--- config.mk ---
export PLATFORM = sky130hd
export DESIGN_NAME = tx_uart
export DESIGN_NICKNAME = d
export VERILOG_FILES = /design/src/rtl/tx_uart.sv
export SDC_FILE = /design/constraint.sdc
export NUM_CORES = 1
export LEC_CHECK = 0
export BUFFER_PORTS_ARGS = -buffer_cell sky130_fd_sc_hd__buf_2
export CAP_MARGIN = 20
export CORE_ASPECT_RATIO = 1.25
export CORE_UTILIZATION = 54
export DETAILED_ROUTE_END_ITERATION = 12
export PLACE_DENSITY_LB_ADDON = 0.25
export RECOVER_POWER = 25
export SKIP_CTS_REPAIR_TIMING = 1
export SYNTH_ARGS = -nofsm -noshare
export SYNTH_HDL_FRONTEND = slang
export SYNTH_SLANG_ARGS = --single-unit
--- constraint.sdc ---
create_clock -name i_clock -period 4.4 [get_ports i_clock]
set_input_delay 0.88 -clock i_clock [delete_from_list [all_inputs] [get_ports i_clock]]
set_output_delay 0.88 -clock i_clock [all_outputs]
set_load 0.02 [all_outputs]
--- src/rtl/tx_uart.sv ---
// UART transmitter: serialises one word per request as start, data (LSB first),
// optional parity and stop bits, each bit lasting 16 oversampling ticks.
module tx_uart #(
    parameter int DATA_BITS = 8,
    parameter int STOP_BITS = 1,
    parameter int PARITY    = 0
) (
    input  logic                 i_clock,
    input  logic                 i_reset,
    input  logic                 i_tick,
    input  logic                 i_tx_start,
    input  logic [DATA_BITS-1:0] i_data,
    output logic                 o_tx,
    output logic                 o_busy,
    output logic                 o_tx_done
);

    localparam int BIT_W = $clog2(DATA_BITS) + 1;
    localparam logic [4:0] BIT_END = 5'd15;
    localparam logic [4:0] STOP_END = 5'(STOP_BITS * 16 - 1);
    localparam logic [BIT_W-1:0] LAST_DATA = BIT_W'(DATA_BITS - 1);

    typedef enum logic [4:0] {
        S_IDLE   = 5'b00001,
        S_START  = 5'b00010,
        S_DATA   = 5'b00100,
        S_PARITY = 5'b01000,
        S_STOP   = 5'b10000
    } state_t;

    state_t               state;
    logic [4:0]           tick_cnt;
    logic [BIT_W-1:0]     bit_cnt;
    logic [DATA_BITS-1:0] shift_reg;
    logic                 parity_bit;

    // o_tx is always loaded with the value of the bit being entered, so the
    // line changes on the same edge as the state and never sees the inputs directly.
    always_ff @(posedge i_clock) begin
        if (i_reset) begin
            state      <= S_IDLE;
            o_tx       <= 1'b1;
            o_busy     <= 1'b0;
            o_tx_done  <= 1'b0;
            tick_cnt   <= '0;
            bit_cnt    <= '0;
            shift_reg  <= '0;
            parity_bit <= 1'b0;
        end else begin
            o_tx_done <= 1'b0;
            case (state)
                S_IDLE: begin
                    o_tx <= 1'b1;
                    if (i_tx_start) begin
                        shift_reg  <= i_data;
                        parity_bit <= (PARITY == 1) ? ~^i_data : ^i_data;
                        tick_cnt   <= '0;
                        bit_cnt    <= '0;
                        state      <= S_START;
                        o_tx       <= 1'b0;
                        o_busy     <= 1'b1;
                    end
                end
                S_START: begin
                    if (i_tick) begin
                        if (tick_cnt == BIT_END) begin
                            tick_cnt <= '0;
                            bit_cnt  <= '0;
                            state    <= S_DATA;
                            o_tx     <= shift_reg[0];
                        end else begin
                            tick_cnt <= tick_cnt + 5'd1;
                        end
                    end
                end
                S_DATA: begin
                    if (i_tick) begin
                        if (tick_cnt == BIT_END) begin
                            tick_cnt  <= '0;
                            shift_reg <= shift_reg >> 1;
                            if (bit_cnt == LAST_DATA) begin
                                bit_cnt <= '0;
                                if (PARITY != 0) begin
                                    state <= S_PARITY;
                                    o_tx  <= parity_bit;
                                end else begin
                                    state <= S_STOP;
                                    o_tx  <= 1'b1;
                                end
                            end else begin
                                bit_cnt <= bit_cnt + BIT_W'(1);
                                o_tx    <= shift_reg[1];
                            end
                        end else begin
                            tick_cnt <= tick_cnt + 5'd1;
                        end
                    end
                end
                S_PARITY: begin
                    if (i_tick) begin
                        if (tick_cnt == BIT_END) begin
                            tick_cnt <= '0;
                            state    <= S_STOP;
                            o_tx     <= 1'b1;
                        end else begin
                            tick_cnt <= tick_cnt + 5'd1;
                        end
                    end
                end
                S_STOP: begin
                    // The stop span covers all stop bits in one count, hence the 5-bit counter.
                    if (i_tick) begin
                        if (tick_cnt == STOP_END) begin
                            tick_cnt  <= '0;
                            state     <= S_IDLE;
                            o_tx_done <= 1'b1;
                            o_busy    <= 1'b0;
                        end else begin
                            tick_cnt <= tick_cnt + 5'd1;
                        end
                    end
                end
                default: begin
                    state  <= S_IDLE;
                    o_tx   <= 1'b1;
                    o_busy <= 1'b0;
                end
            endcase
        end
    end

endmodule

# After elaboration in Yosys (flattened, before gate mapping)
# Index checks and enable logic that the tools add are counted.
[totals] regBits=25 input_bits=12 out_inout_bits=3
[classes] n_addsub=2 n_eq_ne=18 muxes=40 bitwise_logic=3 reduce_logical=12
[ops] operator="2-to-1 mux 5 bit" count=13
[ops] operator="one-hot mux 5 bit (5 select lines)" count=1
[ops] operator="2-to-1 mux 4 bit" count=6
[ops] operator="2-to-1 mux 8 bit" count=3
[ops] operator="inequality test 2 bit (second input constant)" count=10
[ops] operator="one-hot mux 8 bit (2 select lines)" count=1
[ops] operator="2-to-1 mux 1 bit" count=12
[ops] operator="one-hot mux 4 bit (3 select lines)" count=1
[ops] operator="== test 5 x 4 -> 1 bit (second input constant)" count=2
[ops] operator="one-hot mux 5 bit (2 select lines)" count=1
[ops] operator="AND reduction 10 bit" count=1
[ops] operator="AND reduction 4 bit" count=2
[ops] operator="AND reduction 7 bit" count=1
[ops] operator="AND reduction 6 bit" count=1
[ops] operator="OR reduction 3 bit" count=2
[ops] operator="adder 5 x 1 -> 5 bit (second input constant)" count=1
[ops] operator="== test 5 x 1 -> 1 bit (second input constant)" count=1
[ops] operator="== test 5 x 2 -> 1 bit (second input constant)" count=1
[ops] operator="== test 5 x 3 -> 1 bit (second input constant)" count=1
[ops] operator="== test 5 bit (second input constant)" count=1
[ops] operator="one-hot mux 1 bit (5 select lines)" count=1
[ops] operator="adder 4 x 1 -> 4 bit (second input constant)" count=1
[ops] operator="== test 4 x 3 -> 1 bit (second input constant)" count=1
[ops] operator="nonzero test 2 bit" count=2
[ops] operator="other kinds (6)" count=8

# Longest topological paths before layout
# Gate-level depths: netlist of run 1.
[depth] ltp_word=5 mapped_depth=8

# Worst setup path before layout of run 1
# Ideal clock, no wire load.
[synth_path] path_type="input to register" start="input port i_tick" end="register tick_cnt[3]" setup_ps=70 arrival_time_ps=1931 slack_ps=2399 cell_stages=5 cell_sequence="inv_1 > nor4_1 > nor3_2 > or4_1 > a21oi_1"
[synth_between] elab_chain_len=2
[synth_lines] element="start: declaration" line_no="10" text="input logic i_tick,"
[synth_lines] element="inequality test 2 x 1 -> 1 bit (no source line)"
[synth_lines] element="AND reduction 3 bit (no source line)"
[synth_lines] element="end signal: assignment" line_no="72" text="tick_cnt <= tick_cnt + 5'd1;"
[synth_lines] element="end signal: assignment" line_no="95" text="tick_cnt <= tick_cnt + 5'd1;"
[synth_lines] element="end signal: assignment" line_no="106" text="tick_cnt <= tick_cnt + 5'd1;"
[synth_lines] element="end: declaration" line_no="32" text="logic [4:0] tick_cnt;"
# No other way between the ends.
# A chain may end at the register's enable or synchronous reset.

# Worst setup path in the final report of run 1
[layout_path] start="register tick_cnt[0]" end="register bit_cnt[3]"
[layout_between] elab_chain_len=3 word_cells_on_any_way=4 cone_classes="3 x eq/ne; 1 x reduce/logical"
[layout_lines] element="== test 5 x 4 -> 1 bit (*)" line_no="66, 78"
[layout_lines] element="inequality test 2 bit (no source line)"
[layout_lines] element="AND reduction 6 bit (no source line) (*)"
[layout_lines] element="end signal: assignment" line_no="91" text="bit_cnt <= bit_cnt + BIT_W'(1);"
[layout_lines] element="end: declaration" line_no="33" text="logic [BIT_W-1:0] bit_cnt;"
# Every way passes the cells marked *; elsewhere a longest branch is shown, timed or not.

==> results.md, run 1 <==
* Status: finished clean
* Worst-Margin Slew at between 700 and 800 ps
* Largest net degree at the start of global routing at 27
* Placed instance count at ~180
* Worst r2r src: tick_cnt[0]$_SDFFE_PP0P_
* Full die area at ~2400 um^2
* CTS root buf: clkbuf_4
* Post-synthesis sequential area ratio at 0.395
* Post-synth cell types at 40
* First-pass GRT wire length at just over 4000 um
* Vias at around 1100
* Critical path arrival at between 2000 and 2500 ps
* Largest register FFs at 8
* P_sw at approximately 110 uW
* Synth top area cells: dfxtp_1 (40%), mux2i_1 (5.8%), nor2_1 (5.6%), a21oi_1 (5.4%), a211oi_1 (4.3%)
* Die Span Y at 55.0 um
* Synth async-reset ratio at 0
* Final setup fails at 0
* H-tree depth at 1
* Int Power at between 200 and 300 uW
* DRT iter0 DRCs at 22
* Final min period at 2120 ps
* CTS Buf Count at 3
* Post-synth top flop: dfxtp_1
* Switching power share of the total at 0.272
* CTS tree: done
* Area grow syn2layout at 6.69%
* Wirelength per Cell at about 13 um
* Synth top area share at 0.395
* Max Slew Vio Count at 0
* Clock share of power at 0.240
* GRT Total Usage at 0.225
* Std cell rows at 18
* Clock buffer depth at 2
* Worst VDD drop at 0.255 mV
* Clk_skew at around 5.1 ps
* Syn Nets at 155
* CP startpoint: tick_cnt[0]$_SDFFE_PP0P_
* I/O pin count at 15
* GPL Wtd Cong at about 0.87
* Clock Sinks at 24
* Effective utilization at floorplan at 0.593
* Nets@finish at 165
* Class of the worst hold path: reg -> reg
* Static Leak at ~0.00052 uW
* Cell Area, Synth at ~1200 um^2
* GRT Residual Overflow at 0
* # diodes at 0
* #FFs+latches synth at 24
* Avg Vias per Cell at a little under 6
* Crit Path Class: reg -> reg
* Hpwl dp at between 1500 and 2000 um
* Hold Crit Start: tick_cnt[4]$_SDFFE_PP0P_
* Startpoint Class: flop
* Crit-path max FO at 6
* Detail Route Antenna Nets at 0
* DRC at 0
* Syn avg cell area at approximately 8.6 um^2
* Vias in the first global route at roughly 1000
* Reg power frac at 0.611
* Share of cells above drive strength 1 at 0.134
* Reg clk slew, reported paths at 130 ps
* Drt total wl at ~2400 um
* Syn. warnings at 0
* RSZ-0062 raised after global routing: false
* Req. time, crit path at about 4600 ps
* Logic pwr share at 0.149
* Cell with the most instances after synthesis: dfxtp_1
* Floorplan core area at 2050 um^2
* FMAX at between 400 and 500 MHz
* Drt pass-1 iters at 4
* Tcrit/Tclk final at 0.483
* Max cap viols at 0
* Mapped Cells at between 100 and 150
* Pwr Density at 300 nW/um^2
* Fin cells at around 180
* Initial antenna violation count at 0
* EDFF count, synth at 0
* Die W at roughly 44 um
* Final Hold Fails at 0
* Commonest cells post-synth: dfxtp_1 (24), nor2_1 (18), a21oi_1 (13)
* Synth area leader: dfxtp_1
* Setup TNS at 0 ps
* Worst skew pair latency at about 300 ps
* Max-slew headroom at 0.506
* Fillers at 186
* CP endpoint kind: flop
* Port buffer count at 14
==> metal layers <==
metal / vias to the layer above / track usage / wire length, um
met5: - / 0 / 0
met4: 0 / 0.0859 / 0
met3: 0 / 0.0195 / 36
met2: 14 / 0.397 / 1200
met1: 511 / 0.283 / 1140
li1: 539 / - / -
==> path summary, 6_finish.rpt <==
kind	to	slack [ps]	cells past startpoint
max	bit_cnt[3]$_SDFFE_PP0P_	2280	6
min	tick_cnt[4]$_SDFFE_PP0P_	480	1
max reg2reg	bit_cnt[3]$_SDFFE_PP0P_	2280	6
min reg2reg	tick_cnt[4]$_SDFFE_PP0P_	480	1
==> critical path, cell delays in order, from the launching register on <==
cell and delay [ps]:
dfxtp_1 380, ha_1 230, and4b_1 310, and2_1 270, a21oi_1 170, or4_1 520, a21oi_1 170
==> logic make-up after synthesis <==
| family | after synthesis | share of synthesized area |
|---|---|---|
| flip-flops | 24 | 0.395 |
| multiplexers | 7 | 0.0577 |
| adder cells (fa/ha/maj) | 2 | 0.0206 |
| AO/OA/AOI/OAI | 37 | 0.195 |
| buffers and inverters | 11 | 0.0402 |
| AND/OR/NAND/NOR | 59 | 0.284 |
| XOR/XNOR | 1 | 0.00721 |
==> power groups by stage <==
stage	logic (uW)	registers, uW	clock network [uW]
after global placement	55.8	242	0
after detailed placement	58.1	243	0
after global routing	64.5	240	105
after floorplan	44.5	241	0
final	57.9	238	93.7
after CTS	58.4	238	95.6
==> cell usage in the layout (no fill, tap or decap), drive strengths merged, types with 3 or more instances in the layout <==
master  instances
nor2           19
a21oi          13
buf            11
dfxtp          24
nor4            3
or4b            4
nand3           5
nor3            4
or4             3
a211oi          7
nand2           7
mux2i           7
o21ai           6
nor3b           3
clkbuf          6
==> cell type report <==
type                       count  area (um^2)  share of cell area
timing repair buffer          14         66.3              0.0512
multi-input combinational    106          682               0.526
tap                           30         37.5              0.0290
clock buffer                   3         22.5              0.0174
inverter                       2         7.51             0.00579
sequential                    24          480               0.371
==> per-stage QoR <==
step	worst slack (ps)	hold WS, ps	power, uW	util	area [um^2]
5_1_grt	2040	502	409	0.632	1300
3_3_place_gp	2200	461	298	0.625	1280
2_1_floorplan	2400	449	286	-	1210
4_1_cts	2270	485	392	0.636	1300
6_report	2280	484	389	0.632	1300
3_5_place_dp	2130	468	301	0.625	1280
Power figures use the tool's default switching activity.
==> run 2: changes to the inputs <==
--- a/config.mk
+++ b/config.mk
@@ -8,7 +8,7 @@
 export BUFFER_PORTS_ARGS = -buffer_cell sky130_fd_sc_hd__buf_2
 export CAP_MARGIN = 20
 export CORE_ASPECT_RATIO = 1.25
-export CORE_UTILIZATION = 54
+export CORE_UTILIZATION = 50
 export DETAILED_ROUTE_END_ITERATION = 12
 export PLACE_DENSITY_LB_ADDON = 0.25
 export RECOVER_POWER = 25
==> constraint.sdc (replaced) <==
create_clock -name i_clock -period 1.7 [get_ports i_clock]
set_input_delay 0.34 -clock i_clock [delete_from_list [all_inputs] [get_ports i_clock]]
set_output_delay 0.34 -clock i_clock [all_outputs]
set_load 0.02 [all_outputs]
==> run 2 against run 1 <==
The flow now finishes with violations (setup timing). Setup slack lost 2400 ps. Clock-buffer cell count is the same. Via count grew 11%. Maximum frequency grew 16%. Clock power grew to 2.7 times the previous value. Cell area grew 22%. Routed wire length grew 24%. Total power grew to 2.8 times the previous value. Combinational power grew to 3.8 times the previous value. First-iteration DRC count grew 110%.
==> results.md, run 2 (same netlist as run 1, synthesis figures left out) <==
* Status: finished, violations left
* Failing checks: setup timing
* Detail Route Antenna Nets at 0
* Worst skew pair latency at ~320 ps
* First-pass GRT wire length at 4570 um
* Critical path arrival at just over 2000 ps
* Area of the multi-input gates at 749 um^2
* Wirelength per Cell at between 10 and 15 um
* Area grow syn2layout at 30.2%
* Commonest non-fill, non-tap cell in the layout: buf_4
* Pwr Total at 1080 uW
* GRT Residual Overflow at 0
* Die Span Y at roughly 57 um
* Final min period at about 1800 ps
* FMAX at between 500 and 600 MHz
* Crit Path Class: reg -> reg
* Setup ws final at -136 ps
* Largest net degree at the start of global routing at 27
* Class of the worst hold path: in -> reg
* Effective utilization at floorplan at 0.538
* Drt pass-1 iters at 4
* Max cap viols at 0
* Crit-path max FO at 8
* Largest register FFs at 8
* DRT iter0 DRCs at 47
* Avg Vias per Cell at 5.74
* Full die area at around 2600 um^2
* Drt total wl at a little under 3000 um
* GPL Wtd Cong at ~0.89
* Final Hold Fails at 0
* Nets@finish at between 150 and 200
* CTS Buf Count at 3
* CP endpoint kind: flop
* Die W at 46.1 um
* Clk_skew at around 13 ps
* # diodes at 0
* Fillers at ~180
* Worst VDD drop at a little over 0.6 mV
* Std cell rows at 19
* WHS at about 290 ps
* CTS root buf: clkbuf_4
* Floorplan core area at 2260 um^2
* Worst-Margin Slew at slightly below 500 ps
* H-tree depth at 1
* RSZ-0062 raised after global routing: true
* Share of cells above drive strength 1 at 0.366
* Clock buffer depth at 2
* Initial antenna violation count at 0
* Req. time, crit path at ~1900 ps
* Clock Sinks at 24
* Startpoint Class: flop
* Highest-count cells in the layout ignoring fill and taps: buf_4 (25), dfxtp_1 (18), nor2_1 (17), buf_2 (12), a21oi_1 (11)
* DRC at 0
* Tcrit/Tclk final at 1.08
* Max-slew headroom at 0.675
* Max Slew Vio Count at 0
* Final setup fails at 15
* GRT Total Usage at 0.236
* Static Leak at between 0.0006 and 0.0007 uW
* Reg clk slew, reported paths at around 130 ps
* I/O pin count at 15
* Hpwl dp at ~2200 um
* Vias in the first global route at roughly 1100
* Port buffer count at 14
* Worst slack, placed at -152 ps
* Register Area at ~490 um^2
* Pwr Density at slightly below 700 nW/um^2
* Vias at 1183
* CTS tree: done
==> run 2: cell types whose count changed in the layout (fill, tap and decap cells not counted), sizes merged <==
cell,before,now
clkbuf,6,5
buf,11,38
==> run 2: area by class of cell <==
type                       count  share of cell area
multi-input combinational    106               0.474
tap                           31              0.0245
sequential                    24               0.309
clock buffer                   3              0.0142
timing repair buffer          40               0.174
inverter                       2             0.00475
==> run 2: worst max-delay path: stages (launching register included) <==
cell     delay (ps)
dfxtp_2         360
or4b_4          550
nor2_4          100
nor3_2           80
or4b_1          510
a21oi_1         150
==> run 2: power breakdown <==
group	switching [uW]	internal (uW)	total [uW]
Clock	167	83.1	250
Combinational	116	106	222
Sequential	17.8	592	610
Total	300	781	1080
==> run 2: metal layers <==
layer  part of all wire  routed length, um  global-route usage  vias up
li1                   -                  -                   -      590
met1               0.44               1290               0.284      563
met2               0.51               1520               0.386       23
met3              0.021                 63              0.0190        7
met4              0.025                 74               0.151        0
met5                  0                  0                   0        -
==> run 2: path summary, 6_finish.rpt <==
path,startpoint,end,slack (ps),cells past startpoint
setup / recovery,state[1]$_SDFFE_PP0P_,tick_cnt[1]$_SDFFE_PP0P_,-140,5
hold / removal,i_data[7],shift_reg[7]$_SDFFE_PP0P_,290,3
setup reg to reg,state[1]$_SDFFE_PP0P_,tick_cnt[1]$_SDFFE_PP0P_,-140,5
hold reg to reg,tick_cnt[4]$_SDFFE_PP0P_,tick_cnt[4]$_SDFFE_PP0P_,480,1
==> run 2: through the flow <==
| step | util | cells | TNS, ps | cell area, um^2 |
|---|---|---|---|---|
| 2_1_floorplan | - | 141 | -426 | 1250 |
| 3_3_place_gp | 0.666 | 203 | -506 | 1510 |
| 3_5_place_dp | 0.666 | 203 | -1440 | 1510 |
| 4_1_cts | 0.676 | 206 | -2070 | 1530 |
| 5_1_grt | 0.700 | 206 | -2110 | 1580 |
| 6_report | 0.700 | 206 | -860 | 1580 |
